[src/rtl/key_schedule.sv]
// Iterative AES-128 key expansion: accepts a cipher key, streams round keys 0..10 with their index.
// Define KEY_SCHED_STORE_EN to build an 11x128 round-key file with registered readback on rd_idx/rd_key.
module key_schedule (
  input  logic         CLK,
  input  logic         RST,
  input  logic         key_valid,
  output logic         key_ready,
  input  logic [127:0] key,
  output logic         rk_valid,
  input  logic         rk_ready,
  output logic [127:0] rk_key,
  output logic [3:0]   rk_idx,
  output logic         done,
  input  logic [3:0]   rd_idx,
  output logic [127:0] rd_key
);
  localparam int unsigned KW = 128;
  localparam int unsigned IW = 4;
  localparam int unsigned NK = 11;
  localparam logic [IW-1:0] LAST_IDX = 4'd10;

  localparam logic [2047:0] SBOX = {
    128'h637c777bf26b6fc53001672bfed7ab76, 128'hca82c97dfa5947f0add4a2af9ca472c0,
    128'hb7fd9326363ff7cc34a5e5f171d83115, 128'h04c723c31896059a071280e2eb27b275,
    128'h09832c1a1b6e5aa0523bd6b329e32f84, 128'h53d100ed20fcb15b6acbbe394a4c58cf,
    128'hd0efaafb434d338545f9027f503c9fa8, 128'h51a3408f929d38f5bcb6da2110fff3d2,
    128'hcd0c13ec5f974417c4a77e3d645d1973, 128'h60814fdc222a908846eeb814de5e0bdb,
    128'he0323a0a4906245cc2d3ac629195e479, 128'he7c8376d8dd54ea96c56f4ea657aae08,
    128'hba78252e1ca6b4c6e8dd741f4bbd8b8a, 128'h703eb5664803f60e613557b986c11d9e,
    128'he1f8981169d98e949b1e87e9ce5528df, 128'h8ca1890dbfe6426841992d0fb054bb16
  };

  typedef enum logic {IDLE, EMIT} state_e;

  function automatic logic [7:0] sub_byte(input logic [7:0] b);
    logic [10:0] base;
    base = {8'(8'hff - b), 3'b000};
    return SBOX[base +: 8];
  endfunction

  function automatic logic [7:0] rcon(input logic [IW-1:0] i);
    case (i)
      4'd1:    return 8'h01;
      4'd2:    return 8'h02;
      4'd3:    return 8'h04;
      4'd4:    return 8'h08;
      4'd5:    return 8'h10;
      4'd6:    return 8'h20;
      4'd7:    return 8'h40;
      4'd8:    return 8'h80;
      4'd9:    return 8'h1b;
      4'd10:   return 8'h36;
      default: return 8'h00;
    endcase
  endfunction

  state_e        state_q, state_d;
  logic [KW-1:0] key_q, key_d;
  logic [IW-1:0] idx_q, idx_d;
  logic          done_q, done_d;
  logic [KW-1:0] next_key_c;

  // Next round key from the current one; round number is idx_q + 1.
  always_comb begin
    logic [31:0] rot, t, n0, n1, n2, n3;
    rot = {key_q[23:0], key_q[31:24]};
    t   = {sub_byte(rot[31:24]), sub_byte(rot[23:16]), sub_byte(rot[15:8]), sub_byte(rot[7:0])}
          ^ {rcon(idx_q + 4'd1), 24'h000000};
    n0  = key_q[127:96] ^ t;
    n1  = key_q[95:64]  ^ n0;
    n2  = key_q[63:32]  ^ n1;
    n3  = key_q[31:0]   ^ n2;
    next_key_c = {n0, n1, n2, n3};
  end

  always_comb begin
    state_d = state_q;
    key_d   = key_q;
    idx_d   = idx_q;
    done_d  = 1'b0;
    case (state_q)
      IDLE: begin
        if (key_valid) begin
          key_d   = key;
          idx_d   = '0;
          state_d = EMIT;
        end
      end
      EMIT: begin
        if (rk_ready) begin
          if (idx_q == LAST_IDX) begin
            state_d = IDLE;
            done_d  = 1'b1;
          end else begin
            key_d = next_key_c;
            idx_d = idx_q + 4'd1;
          end
        end
      end
      default: state_d = IDLE;
    endcase
  end

  always_ff @(posedge CLK) begin
    if (RST) begin
      state_q <= IDLE;
      key_q   <= '0;
      idx_q   <= '0;
      done_q  <= 1'b0;
    end else begin
      state_q <= state_d;
      key_q   <= key_d;
      idx_q   <= idx_d;
      done_q  <= done_d;
    end
  end

  assign key_ready = (state_q == IDLE);
  assign rk_valid  = (state_q == EMIT);
  assign rk_key    = key_q;
  assign rk_idx    = idx_q;
  assign done      = done_q;

`ifdef KEY_SCHED_STORE_EN
  logic [KW-1:0] file_q [NK];
  logic [KW-1:0] rd_key_q, rd_key_d;
  logic          wr_en_c;

  assign wr_en_c = (state_q == EMIT) && rk_ready;

  always_comb begin
    rd_key_d = '0;
    if (rd_idx <= LAST_IDX) rd_key_d = file_q[rd_idx];
  end

  // Read sees pre-write contents when the same entry is written this cycle.
  always_ff @(posedge CLK) begin
    if (RST) begin
      for (int i = 0; i < NK; i++) file_q[i] <= '0;
      rd_key_q <= '0;
    end else begin
      if (wr_en_c) file_q[idx_q] <= key_q;
      rd_key_q <= rd_key_d;
    end
  end

  assign rd_key = rd_key_q;
`else
  logic unused_rd_idx;
  assign unused_rd_idx = ^rd_idx;
  assign rd_key        = '0;
`endif

endmodule

[config.mk]
export PLATFORM = sky130hd
export DESIGN_NAME = key_schedule
export DESIGN_NICKNAME = d
export VERILOG_FILES = /design/src/rtl/key_schedule.sv
export SDC_FILE = /design/constraint.sdc
export NUM_CORES = 1
export LEC_CHECK = 0
export CAP_MARGIN = 20
export CORE_MARGIN = 2
export CORE_UTILIZATION = 25
export DETAILED_ROUTE_END_ITERATION = 10
export PLACE_DENSITY = 0.41
export SETUP_SLACK_MARGIN = 0.2
export SLEW_MARGIN = 0
export SYNTH_ARGS = -nofsm -noshare
export SYNTH_HDL_FRONTEND = slang
export SYNTH_SLANG_ARGS = --single-unit
[constraint.sdc]
create_clock -name CLK -period 4.4 [get_ports CLK]
set_input_delay 0.66 -clock CLK [delete_from_list [all_inputs] [get_ports CLK]]
set_output_delay 0.66 -clock CLK [all_outputs]
set_load 0.01 [all_outputs]
==> flow_metrics.py <==
metrics = {
    "outcome": {
        "outcome": "finished clean",
    },
    "min_path": {
        "hold_path.class": "flip-flop to flip-flop",
        "hold-path-cell-count": 2,
    },
    "setup_path": {
        "crit_chain": "inv_1 -> ha_1 -> and3_1 -> a2111oi_0 -> a311oi_1 -> a211oi_1 -> mux4_2 -> xnor2_2 -> buf_4 -> xor2_1 -> nor2_1 -> a221o_1",
        "crit_fanout": 9,
        "crit_arrival_ns": 4.43,
        "critPathMaxStageDelay_ns": 0.63,
        "reg2reg_depth": 12,
        "crit_buf_inv": 2,
        "critical_path_class": "flip-flop to flip-flop",
        "slowest_stage": "a2111oi_0",
        "cp.depth": 12,
        "cp-start-kind": "flip-flop",
        "crit_family": "compound AO/OA/AOI/OAI gates",
        "required_ns": 4.81,
        "endpoint_kind": "flip-flop",
    },
    "routing": {
        "ant_nets": 0,
        "firstDrtPassIters": 6,
        "viasPerCell": 5.962,
        "wirelength_um": 133800,
        "wl_per_cell_um": 27.84,
        "drt_iter0_drc": 3712,
        "drc": 0,
        "num_vias": 28670,
    },
    "global_routing": {
        "gr-usage-all-layers_pct": 26.26,
        "grt-ovfl-total": 0,
        "grt_pass1_vias": 26600,
        "antenna_found_initial": 5,
        "grt_max_degree": 125,
        "grt_pass1_wl_um": 193800,
    },
    "clock_tree": {
        "clk_pin_slew_worst_paths_ns": 0.08,
        "clk_path_buf_depth": 2,
        "ctsHtreeMaxLevel": 4,
        "cts_tree": "built",
        "cts_sinks": 134,
        "clk_root_buffer_cell": "clkbuf_16",
        "cts_made_buffers": 17,
        "insertion_delay_ns": 0.53,
    },
    "synth": {
        "syn_inst": 3391,
        "ys_seq_elements": 134,
        "synth_compound_area_share_pct": 34.73,
        "ys_async_sr_fraction_pct": 0,
        "yosysTopAreaCell": "dfxtp_1",
        "yosys_warnings": 0,
        "synthFlopType": "dfxtp_1",
        "synth_edf_count": 0,
        "synth_top_cell_area_share_pct": 11.25,
        "synth.area.top_cells": "dfxtp_1 11%, a21oi_1 4.9%, buf_4 4.9%",
        "synthTopCellsByCount": "281 x nand2_1, 233 x a21oi_1, 226 x o21ai_0, 215 x nor2_1, 190 x clkbuf_1",
        "synth_xor_area_share_pct": 5.873,
        "syn_avg_cell_area_um2": 7.030,
        "synth_cell_type_count": 111,
        "yosysMostFrequentCell": "nand2_1",
        "synth_area_mm2": 0.02384,
        "synth-simple-area-share_pct": 25.52,
        "yosysSeqAreaShare_pct": 11.25,
        "synth_fa_ha_area_share_pct": 3.380,
        "synth_top_family_by_area": "compound AO/OA/AOI/OAI gates",
        "synth_mux_area_share_pct": 6.891,
    },
    "die": {
        "core_area_mm2": 0.09473,
        "initial_core_util_pct": 25.17,
        "fp.dieW_um": 312.8,
        "dieHeight_um": 312.8,
        "rows": 113,
        "die_area_mm2": 0.09785,
        "io_pins": 399,
    },
    "power": {
        "ir_worst_vdd_mv": 0.2643,
        "switchingPower_mw": 8.078,
        "p_per_area_mw_per_mm2": 512.8,
        "p_clk_share_pct": 10.9,
        "power_frac_comb_pct": 76.2,
        "p_int_mw": 6.510,
        "leakagePower_nw": 10.14,
        "switching_share_pct": 55.37,
        "seq_power_share_pct": 12.9,
    },
    "timing": {
        "max_freq_mhz": 248.3,
        "maxSlewViolCount": 0,
        "setup_violations": 0,
        "worst_pin_slew_ns": 1.000,
        "tns_ns": 0,
        "rsz0062_at_grt": "false",
        "finalHoldViolations": 0,
        "fin_crit_sh_pct": 91.52,
        "slew_headroom_pct": 31.61,
        "skew_ns": 0.03193,
        "period_needed_ns": 4.027,
    },
    "place": {
        "dpl.hpwl_um": 97670,
        "port_buffers": 266,
        "gp_congestion": 1.003,
    },
    "final_layout": {
        "n_fill_cell": 10480,
        "nNetsFinal": 3727,
        "area_delta_synth_final_pct": 19.31,
        "utilization_pct": 30.03,
        "drive_gt1_share_pct": 11.47,
    },
    "job": {
        "max_cap_violations": 0,
    },
}
## state kept, by name (all words and copies together) (netlist names)
| register | cells |
|---|---|
| done | 1 |
| rk_idx | 4 |
| rk_key | 128 |
| rk_valid | 1 |
## layout by cell type, fill, tap and decap left out, types with 76 or more instances in the layout
master,synthesis,routed
xnor2_1,76,76
nor2b_1,98,97
nor2_1,215,213
buf_4,155,210
dfxtp_1,134,117
a31oi_1,95,95
conb_1,1,128
o21ai_0,226,226
nand2b_1,110,110
a21oi_1,233,233
nand3_1,126,125
nor3_1,105,105
clkdlybuf4s50_1,0,264
nand2_1,281,280
## final timing paths
| check | start | end | slack (ns) |
|---|---|---|---|
| worst max-delay path | rk_key[0] | rk_key[43] | 0.37 |
| worst min-delay path | rk_key[127] | rk_key[127] | 0.49 |
| worst max register to register | rk_key[0] | rk_key[43] | 0.37 |
| worst min register to register | rk_key[127] | rk_key[127] | 0.49 |
## cell families after synthesis
family,after synthesis
compound gates,1195
simple gates,1194
buf+inv,562
flops,134
xor+xnor,128
mux,113
fa+ha+maj,64
other cells,1
## worst reg2reg max path: stages, from the launching register on
cell	delay, ns
dfxtp_1	0.47
inv_1	0.13
ha_1	0.49
and3_1	0.29
a2111oi_0	0.63
a311oi_1	0.11
a211oi_1	0.47
mux4_2	0.38
xnor2_2	0.11
buf_4	0.20
xor2_1	0.22
nor2_1	0.06
a221o_1	0.37
## per-stage QoR
stage	hold slack, ns	power [mW]	cells	setup WS, ns	area, um^2
after floorplan	0.4953	8.525	3518	0.4594	24320
after global placement	0.4743	12.89	4774	0.3612	27850
after detailed placement	0.4864	12.75	4774	0.4150	27850
after CTS	0.4998	14.40	4806	0.3922	28430
after global routing	0.5133	15.32	4806	0.2135	28440
final	0.4890	14.59	4808	0.3731	28440
## per-layer routing
layer	track usage [%]	routed length (um)
met1	36.49	58700
met2	39.38	57940
met3	5.055	11540
met4	11.21	5624
met5	0	27
## power by group through the flow
stage | registers [mW] | clock network (mW) | logic (mW)
after floorplan | 1.71 | 0 | 6.81
after global placement | 1.91 | 0 | 11.0
after detailed placement | 1.90 | 0 | 10.9
after CTS | 1.87 | 1.63 | 10.9
after global routing | 1.92 | 1.67 | 11.7
final | 1.88 | 1.59 | 11.1
## final cells by class
class	count	area, um^2	share of cell area (%)
diodes	2	5.005	0.01759
clock buffers	17	425.4	1.496
clock inverters	15	156.4	0.5498
inverters	59	226.5	0.7962
multi-input cells	2822	18730	65.84
flip-flops and latches	134	2726	9.585
well taps	1265	1583	5.564
repair buffers	494	4596	16.16
## what timing repair did
item,CTS,global route
gates resized for setup,0,2
setup endpoints to repair,0,6
buffers inserted,0,0
hold buffers,0,0
Note: power is estimated with default switching activity, not from simulation.
